$ cat src/rtl/nco_scan_ctrl.sv
// nco_scan_ctrl: frame-level sequencer for the spectrogram NCO.
// Walks V_POS over NUM_BINS bins. Each bin gets one NCO_START pulse, a
// setup wait, and a burst of SAMPLES_PER_BIN valid samples. A new bin
// starts only when the downstream is ready.
// Optional feature: define NCO_SCAN_OVERRUN_EN to add the sticky OVERRUN
// flag, which records frame triggers that arrive while the block is busy.
module nco_scan_ctrl #(
  parameter int NUM_BINS        = 272,
  parameter int SAMPLES_PER_BIN = 64,
  parameter int SAMPLE_W        = 7,
  parameter int SETUP_CYCLES    = 6
) (
  input  logic                CK,
  input  logic                RST,
  input  logic                FRAME_START,
  input  logic                DS_READY,
  output logic                NCO_START,
  output logic [8:0]          V_POS,
  output logic                SAMPLE_VALID,
  output logic [SAMPLE_W-1:0] SAMPLE_IDX,
  output logic                BIN_FIRST,
  output logic                BIN_LAST,
  output logic                FRAME_DONE,
  output logic                BUSY
`ifdef NCO_SCAN_OVERRUN_EN
  ,
  output logic                OVERRUN
`endif
);

  // The setup counter only has to reach SETUP_CYCLES-2. START accounts for
  // the first cycle of the NCO pipeline, and SETUP covers the remaining
  // SETUP_CYCLES-1 cycles.
  localparam int                  SETUP_W    = $clog2(SETUP_CYCLES) + 1;
  localparam logic [SETUP_W-1:0]  SETUP_LAST = SETUP_W'(SETUP_CYCLES - 2);
  localparam logic [SAMPLE_W-1:0] IDX_LAST   = SAMPLE_W'(SAMPLES_PER_BIN - 1);
  localparam logic [8:0]          BIN_TERM   = 9'(NUM_BINS - 1);

  typedef enum logic [2:0] {
    S_IDLE,
    S_WAIT,
    S_START,
    S_SETUP,
    S_RUN,
    S_DONE
  } state_t;

  state_t               state, state_n;
  logic [SETUP_W-1:0]   setup_cnt, setup_cnt_n;
  logic [SAMPLE_W-1:0]  idx_n;
  logic [8:0]           bin_n;

  // Next state and next counter values. Every output is a registered
  // decode of these values, so the outputs line up with the state they
  // describe.
  always_comb begin
    state_n     = state;
    setup_cnt_n = '0;
    idx_n       = '0;
    bin_n       = V_POS;
    case (state)
      S_IDLE: begin
        if (FRAME_START) begin
          state_n = S_WAIT;
          bin_n   = '0;
        end
      end
      S_WAIT: begin
        if (DS_READY) state_n = S_START;
      end
      S_START: begin
        state_n = S_SETUP;
      end
      S_SETUP: begin
        if (setup_cnt == SETUP_LAST) state_n = S_RUN;
        else                         setup_cnt_n = setup_cnt + 1'b1;
      end
      S_RUN: begin
        // The burst cannot be stalled. DS_READY is consulted only in WAIT.
        if (SAMPLE_IDX == IDX_LAST) begin
          if (V_POS == BIN_TERM) begin
            state_n = S_DONE;
          end else begin
            state_n = S_WAIT;
            bin_n   = V_POS + 9'd1;
          end
        end else begin
          idx_n = SAMPLE_IDX + SAMPLE_W'(1);
        end
      end
      S_DONE: begin
        state_n = S_IDLE;
      end
      default: begin
        state_n = S_IDLE;
      end
    endcase
  end

  // State, counters and registered outputs. Reset abandons any burst in
  // progress, and no FRAME_DONE is produced for it.
  always_ff @(posedge CK) begin
    if (RST) begin
      state        <= S_IDLE;
      setup_cnt    <= '0;
      SAMPLE_IDX   <= '0;
      V_POS        <= '0;
      NCO_START    <= 1'b0;
      SAMPLE_VALID <= 1'b0;
      BIN_FIRST    <= 1'b0;
      BIN_LAST     <= 1'b0;
      FRAME_DONE   <= 1'b0;
      BUSY         <= 1'b0;
    end else begin
      state        <= state_n;
      setup_cnt    <= setup_cnt_n;
      SAMPLE_IDX   <= idx_n;
      V_POS        <= bin_n;
      NCO_START    <= (state_n == S_START);
      SAMPLE_VALID <= (state_n == S_RUN);
      BIN_FIRST    <= (state_n == S_RUN) && (idx_n == '0);
      BIN_LAST     <= (state_n == S_RUN) && (idx_n == IDX_LAST);
      FRAME_DONE   <= (state_n == S_DONE);
      BUSY         <= (state_n != S_IDLE);
    end
  end

`ifdef NCO_SCAN_OVERRUN_EN
  // Sticky record of a trigger that was dropped because a frame was running.
  always_ff @(posedge CK) begin
    if (RST)                      OVERRUN <= 1'b0;
    else if (FRAME_START && BUSY) OVERRUN <= 1'b1;
  end
`endif

endmodule
$ cat config.mk
export PLATFORM = sky130hd
export DESIGN_NAME = nco_scan_ctrl
export DESIGN_NICKNAME = d
export VERILOG_FILES = /design/src/rtl/nco_scan_ctrl.sv
export SDC_FILE = /design/constraint.sdc
export NUM_CORES = 1
export LEC_CHECK = 0
export CAP_MARGIN = 20
export CORE_AREA = 2 2 59 61
export DETAILED_ROUTE_END_ITERATION = 7
export DIE_AREA = 0 0 61 63
export PLACE_DENSITY = 0.68
export SYNTH_ARGS = -nofsm -noshare
export SYNTH_HDL_FRONTEND = slang
export SYNTH_SLANG_ARGS = --single-unit
$ cat constraint.sdc
create_clock -name CK -period 2 [get_ports CK]
set_input_delay 0.2 -clock CK [delete_from_list [all_inputs] [get_ports CK]]
set_output_delay 0.2 -clock CK [all_outputs]
set_load 0.05 [all_outputs]
==> metrics.md, run 1 <==
| Metric | Value |
|---|---|
| Critical path startpoint | `SAMPLE_IDX[5]$_SDFF_PP0_` |
| Routed via count | `around 1200` |
| Worst endpoint required time | `approximately 1800 ps` |
| N_diodes | `0` |
| Clk_skew | `6.09 ps` |
| Status | `finished clean` |
| CP Max Fanout | `6` |
| Largest net degree at the start of global routing | `12` |
| Crit path max-delay family | `buffers and inverters` |
| Initial Utilization | `0.424` |
| Synth cell types | `41` |
| Crit path cell chain | `clkdlybuf4s50_1` |
| # DRC | `0` |
| First-pass DRT Iterations | `4` |
| Total global routing overflow | `0` |
| F_max | `~0.52 GHz` |
| Synthesized instance count | `between 150 and 200` |
| Die Width | `just over 60 um` |
| Antenna violations before repair | `0` |
| CP endpoint kind | `output pin` |
| Fill count | `between 300 and 400` |
| Sw frac | `0.241` |
| Area after DPL | `about 1700 um2` |
| Leakage | `about 0.65 nW` |
| Reg2Reg Setup Slack | `around 210 ps` |
| Reg2reg end | `BUSY$_SDFF_PP0_` |
| EDFF count, synth | `0` |
| Final setup viols | `0` |
| Most frequent cells in the layout | `25 x dfxtp_1, 25 x clkdlybuf4s50_1, 17 x nor2_1` |
| Worst-path clk slew | `~90 ps` |
| Ys async rst share | `0` |
| TritonCTS Buffers | `5` |
| Core outline area | `roughly 3200 um2` |
| DR iter-0 viols | `between 40 and 50` |
| Slew Viols, Final | `0` |
| Maximum Capacitance Violations | `0` |
| Syn_area_per_cell | `between 8 and 9 um2` |
| Max incr delay on CP | `~870 ps` |
| First-pass GRT wire length | `approximately 5.3 mm` |
| Hold Vio Cnt, Final | `0` |
| Buf/Inv on CP | `1` |
| Crit Reg-Reg Startpoint | `SAMPLE_IDX[0]$_SDFF_PP0_` |
| Hold Crit Class | `flop to flop` |
| Layout Nets | `199` |
| Slew margin rel. | `0.665` |
| Yosys Warn Count | `0` |
| CP endpoint | `SAMPLE_IDX[5]` |
| Levels on crit path | `1` |
| WL final | `2.93 mm` |
| Net Switching | `around 0.26 mW` |
| Post-synthesis sequential area ratio | `0.423` |
| CTS tree | `built` |
| Tcrit/Tclk final | `0.953` |
| PD cells | `just over 600 nW/um2` |
| Multi-input logic area | `approximately 750 um2` |
| Vias in the first global route | `1237` |
| FF/Latch Area | `591 um2` |
| Pint | `just over 0.8 mW` |
| Total of flip-flops plus latches after synthesis | `29` |
| CP startpoint kind | `flop` |
| Sink Count | `29` |
| Clk Tree Root Cell | `clkbuf_4` |
| R2R depth | `6` |
| Total Routing Usage GR | `0.178` |
| Slowest stage cell, crit path | `clkdlybuf4s50_1` |
| GP Congestion | `roughly 0.85` |
| Worst slew pin tran | `~500 ps` |
| Setup Total Neg Slack | `0 ps` |
| Number of vias per cell | `just over 5` |
| Share of cells above drive strength 1 | `0.125` |
| Crit Path Category | `flop to output pin` |
| Minimum clock period | `1910 ps` |
| Max VDD drop | `0.000403 V` |
| Combinational fraction of design power | `0.082` |
| Data arrival time of the worst path | `about 1700 ps` |
| IO buf count | `25` |
| IO Count | `26` |
| Post-Syn Nets | `approximately 170` |
| Hold path depth | `1` |
| Worst-Skew Late Latency | `roughly 320 ps` |
| Mapped Area | `1370 um2` |
| Die footprint | `3840 um2` |
| Area grow syn2layout | `29.1%` |
| Hold_buf cts | `0` |
| Max Root-Sink Buffers | `2` |
| # rows | `21` |
| Post-DP HPWL | `between 2 and 2.5 mm` |
| Post-route ant nets | `0` |
| Top_reg_cell synth | `dfxtp_1` |
| Sequential share of power | `0.547` |
| Clock network power share | `0.371` |
| Htree depth | `2` |
| Final instance area | `about 1800 um2` |
| Die Y-Extent | `between 60 and 70 um` |
| RSZ-0062 raised after global routing | `false` |
| Routed WL per cell | `between 10 and 15 um` |
-- how the worst min path moves through the flow --
stage                                  start                       end  slack, ps
floorplan            setup_cnt[0]$_SDFF_PP0_   setup_cnt[0]$_SDFF_PP0_        430
global placement    SAMPLE_IDX[0]$_SDFF_PP0_  SAMPLE_IDX[0]$_SDFF_PP0_        440
detailed placement  SAMPLE_IDX[0]$_SDFF_PP0_  SAMPLE_IDX[0]$_SDFF_PP0_        450
CTS                 SAMPLE_IDX[0]$_SDFF_PP0_  SAMPLE_IDX[0]$_SDFF_PP0_        460
global route        SAMPLE_IDX[0]$_SDFF_PP0_  SAMPLE_IDX[0]$_SDFF_PP0_        480
finish              SAMPLE_IDX[0]$_SDFF_PP0_  SAMPLE_IDX[0]$_SDFF_PP0_        460
-- metal layers --
metal | vias to the layer above | share of wire | track usage
li1 | 630 | - | -
met1 | 565 | 0.48 | 0.232
met2 | 28 | 0.46 | 0.258
met3 | 6 | 0.042 | 0.0559
met4 | 0 | 0.014 | 0.0897
met5 | - | 0 | 0
-- power groups by stage --
stage / Clock, mW / Sequential (mW) / Combinational (mW)
2_1_floorplan: 0 / 0.618 / 0.0457
3_3_place_gp: 0 / 0.603 / 0.0863
3_5_place_dp: 0 / 0.604 / 0.0879
4_1_cts: 0.415 / 0.590 / 0.0886
5_1_grt: 0.447 / 0.593 / 0.0970
6_report: 0.401 / 0.590 / 0.0885
-- flip-flops by register name, indices dropped and copies added (netlist names) --
| register | flops |
|---|---|
| BIN_FIRST | 1 |
| BIN_LAST | 1 |
| BUSY | 1 |
| FRAME_DONE | 1 |
| NCO_START | 1 |
| SAMPLE_IDX | 7 |
| SAMPLE_VALID | 1 |
| V_POS | 9 |
| setup_cnt | 4 |
| state | 3 |
-- stage by stage --
| step | util | setup WS (ps) | total power, mW | std cells | hold WS (ps) |
|---|---|---|---|---|---|
| after floorplan | - | 32.3 | 0.664 | 159 | 430 |
| after global placement | 0.525 | 187 | 0.690 | 230 | 437 |
| after detailed placement | 0.525 | 137 | 0.692 | 230 | 448 |
| after CTS | 0.546 | 89.9 | 1.09 | 238 | 461 |
| after global routing | 0.548 | 40.3 | 1.14 | 238 | 477 |
| final | 0.548 | 94.3 | 1.08 | 238 | 456 |
-- repair_timing --
action,CTS,global route
gates resized for setup,0,1
setup endpoints to repair,0,1
setup buffers,0,0
-- cells in the mapped netlist, types with 2 or more instances --
cell	instances	area share
a21oi_1	9	0.033
clkbuf_1	2	0.0055
a21oi_2	2	0.013
o21ai_0	10	0.036
nand3_1	9	0.033
dfxtp_1	29	0.42
nand2b_1	3	0.014
nor3_1	2	0.0073
nand2_1	13	0.036
nor2_1	17	0.047
xor2_1	5	0.032
nor4_1	3	0.014
nor2b_1	4	0.018
o21a_1	3	0.016
a21o_1	3	0.016
ha_1	4	0.036
or3_1	6	0.027
inv_1	6	0.016
xnor2_1	4	0.026
or4_1	2	0.011
and3_1	3	0.014
-- layout make-up --
class                   count  share of cell area
repair buffers             29               0.158
clock buffers               7              0.0367
multi-input cells         120               0.423
well taps                  46              0.0325
flip-flops and latches     29               0.334
clock inverters             1             0.00283
inverters                   6              0.0127
-- logic make-up (layout without fill, tap and decap cells) --
kind of cell             count (synthesis)  after routing  share of synthesized area
AO/OA/AOI/OAI                           33             33                      0.151
XOR/XNOR                                 9              9                     0.0575
adder cells (fa/ha/maj)                  4              4                     0.0365
buffers and inverters                   10             43                     0.0338
flip-flops                              29             29                      0.423
multiplexers                             1              1                    0.00730
AND/OR/NAND/NOR                         73             73                      0.291
Power figures use the tool's default switching activity.
==> run 2: changes to the inputs <==
--- a/config.mk
+++ b/config.mk
@@ -10,6 +10,7 @@
 export DETAILED_ROUTE_END_ITERATION = 7
 export DIE_AREA = 0 0 61 63
 export PLACE_DENSITY = 0.68
+export SKIP_CTS_REPAIR_TIMING = 1
 export SYNTH_ARGS = -nofsm -noshare
 export SYNTH_HDL_FRONTEND = slang
 export SYNTH_SLANG_ARGS = --single-unit
==> results of run 2 <==
Same layout as run 1: the final DEF is identical, and so are final timing and power.
==> run 3: changes to the inputs <==
--- a/config.mk
+++ b/config.mk
@@ -9,6 +9,7 @@
 export CORE_AREA = 2 2 59 61
 export DETAILED_ROUTE_END_ITERATION = 7
 export DIE_AREA = 0 0 61 63
+export GPL_TIMING_DRIVEN = 0
 export PLACE_DENSITY = 0.68
 export SKIP_CTS_REPAIR_TIMING = 1
 export SYNTH_ARGS = -nofsm -noshare
==> run 3 against run 2 <==
Hold slack lost 72 ps. Combinational power shrank 2.4%. Global-route usage fell by 1.1 points. Wire length down 5.0%. Power fell by 7.6%. Clock power down 20%. Core utilization decreased by 0.66 points. Sequential cell count unchanged. Via count down 1.2%.
==> metrics.md, run 3 (synthesis gave the netlist of run 1 again) <==
| Metric | Value |
|---|---|
| Largest Register | `V_POS` |
| Worst-path clk slew | `roughly 90 ps` |
| Crit path max-delay family | `buffers and inverters` |
| CTS tree | `built` |
| Hold path depth | `2` |
| PD cells | `570 nW/um2` |
| IO buf count | `24` |
| Met2 Use GR | `0.251` |
| Die Width | `61 um` |
| Die footprint | `3840 um2` |
| Clk Tree Root Cell | `clkbuf_4` |
| Share of cells above drive strength 1 | `0.114` |
| Total Routing Usage GR | `0.167` |
| Htree depth | `2` |
| Worst Hold Launch | `RST` |
| Tcrit/Tclk final | `0.924` |
| Met3 Usage GRT | `0.0538` |
| Worst endpoint required time | `1800 ps` |
| Crit path cell chain | `clkdlybuf4s50_1` |
| Clk_skew | `around 5.7 ps` |
| Minimum clock period | `between 1500 and 2000 ps` |
| Setup Total Neg Slack | `0 ps` |
| Routed via count | `approximately 1200` |
| CP Max Fanout | `6` |
| GP Congestion | `0.830` |
| Buf/Inv on CP | `1` |
| TritonCTS Buffers | `5` |
| CP startpoint kind | `flop` |
| Die Y-Extent | `63 um` |
| Worst setup margin | `153 ps` |
| Number of vias per cell | `about 5.1` |
| Initial Utilization | `0.424` |
| Hold Crit Class | `input port to flop` |
| Crit Reg-Reg Startpoint | `SAMPLE_IDX[0]$_SDFF_PP0_` |
| R2R depth | `6` |
| RSZ-0062 raised after global routing | `false` |
| First-pass DRT Iterations | `4` |
| Min-Delay Endpoint | `V_POS[0]$_SDFFE_PP0P_` |
| Data arrival time of the worst path | `~1700 ps` |
| Reg2reg end | `BUSY$_SDFF_PP0_` |
| Area grow syn2layout | `27.6%` |
| Grt peak-use layer | `met2` |
| Commonest non-fill, non-tap cell in the layout | `dfxtp_1` |
| Multi-input logic area | `between 700 and 800 um2` |
| Core outline area | `3230 um2` |
| Total global routing overflow | `0` |
| Fill count | `~330` |
| Worst slew pin tran | `just over 500 ps` |
| Reg2Reg Setup Slack | `~200 ps` |
| Slew margin rel. | `0.659` |
| Sink Count | `29` |
| Final setup viols | `0` |
| GRT met1 Usage | `0.210` |
| Maximum Capacitance Violations | `0` |
| Leakage | `0.637 nW` |
| Largest regs | `V_POS (9), SAMPLE_IDX (7), setup_cnt (4)` |
| Routed WL per cell | `approximately 12 um` |
| Worst-Skew Late Latency | `approximately 310 ps` |
| Slowest stage cell, crit path | `clkdlybuf4s50_1` |
| Max Root-Sink Buffers | `2` |
| Antenna violations before repair | `0` |
| IO Count | `26` |
| Post-route ant nets | `0` |
| Hold Vio Cnt, Final | `0` |
| Layout Nets | `200` |
| N_diodes | `0` |
| Max VDD drop | `around 0.00045 V` |
| Status | `finished clean` |
| Largest net degree at the start of global routing | `11` |
| Max incr delay on CP | `roughly 850 ps` |
| Vias in the first global route | `approximately 1200` |
| DR iter-0 viols | `23` |
| Slew Viols, Final | `0` |
| WL final | `around 2.8 mm` |
| FF/Latch Area | `approximately 590 um2` |
| CP endpoint kind | `output pin` |
| Dpl ws | `60.7 ps` |
| F_max | `between 0.5 and 0.6 GHz` |
| Post-DP HPWL | `about 2.1 mm` |
| Most frequent cells in the layout | `25 x dfxtp_1, 24 x clkdlybuf4s50_1, 17 x nor2_1` |
| Crit Path Category | `flop to output pin` |
| # DRC | `0` |
| First-pass GRT wire length | `a little under 5 mm` |
| # rows | `21` |
| Max FFs per register | `9` |
## run 3: layout make-up
class | instances | area share
clock inverter | 3 | 0.00715
timing repair buffer | 26 | 0.146
inverter | 6 | 0.0129
tap | 46 | 0.0329
sequential | 29 | 0.338
buffer | 4 | 0.0136
clock buffer | 5 | 0.0215
multi-input combinational | 120 | 0.428
## run 3: worst max-delay path by stage
| stage | endpoint | slack, ps | depth (start not counted) | from |
|---|---|---|---|---|
| floorplan | V_POS[2]$_SDFFE_PP0P_ | 30 | 6 | SAMPLE_IDX[4]$_SDFF_PP0_ |
| global route | V_POS[2]$_SDFFE_PP0P_ | 30 | 7 | SAMPLE_IDX[0]$_SDFF_PP0_ |
| global placement | V_POS[2]$_SDFFE_PP0P_ | 80 | 7 | SAMPLE_IDX[0]$_SDFF_PP0_ |
| finish | SAMPLE_IDX[5] | 150 | 1 | SAMPLE_IDX[5]$_SDFF_PP0_ |
| CTS | V_POS[3]$_SDFFE_PP0P_ | 30 | 7 | SAMPLE_IDX[0]$_SDFF_PP0_ |
| detailed placement | V_POS[2]$_SDFFE_PP0P_ | 60 | 7 | SAMPLE_IDX[0]$_SDFF_PP0_ |
## run 3: through the flow
| step | instance area (um2) | std cells | utilization | hold slack, ps | power [mW] |
|---|---|---|---|---|---|
| 5_1_grt | 1750 | 239 | 0.541 | 422 | 1.05 |
| 6_report | 1750 | 239 | 0.541 | 384 | 0.997 |
| 4_1_cts | 1730 | 237 | 0.535 | 378 | 1.01 |
| 3_3_place_gp | 1680 | 229 | 0.520 | 437 | 0.688 |
| 3_5_place_dp | 1680 | 229 | 0.520 | 441 | 0.689 |
| 2_1_floorplan | 1380 | 159 | - | 430 | 0.664 |
## run 3: layer usage
metal | part of all wire | wire (um)
met1 | 0.47 | 1320
met2 | 0.47 | 1310
met3 | 0.043 | 120
met4 | 0.012 | 34
met5 | 0 | 0
## run 3: where the power goes
part | internal (mW) | leakage, nW | switching [mW] | total (mW)
registers | 0.583 | 0.237 | 0.00719 | 0.590
logic | 0.0312 | 0.370 | 0.0552 | 0.0864
clock network | 0.127 | 0.0300 | 0.194 | 0.321
total | 0.741 | 0.637 | 0.257 | 0.997
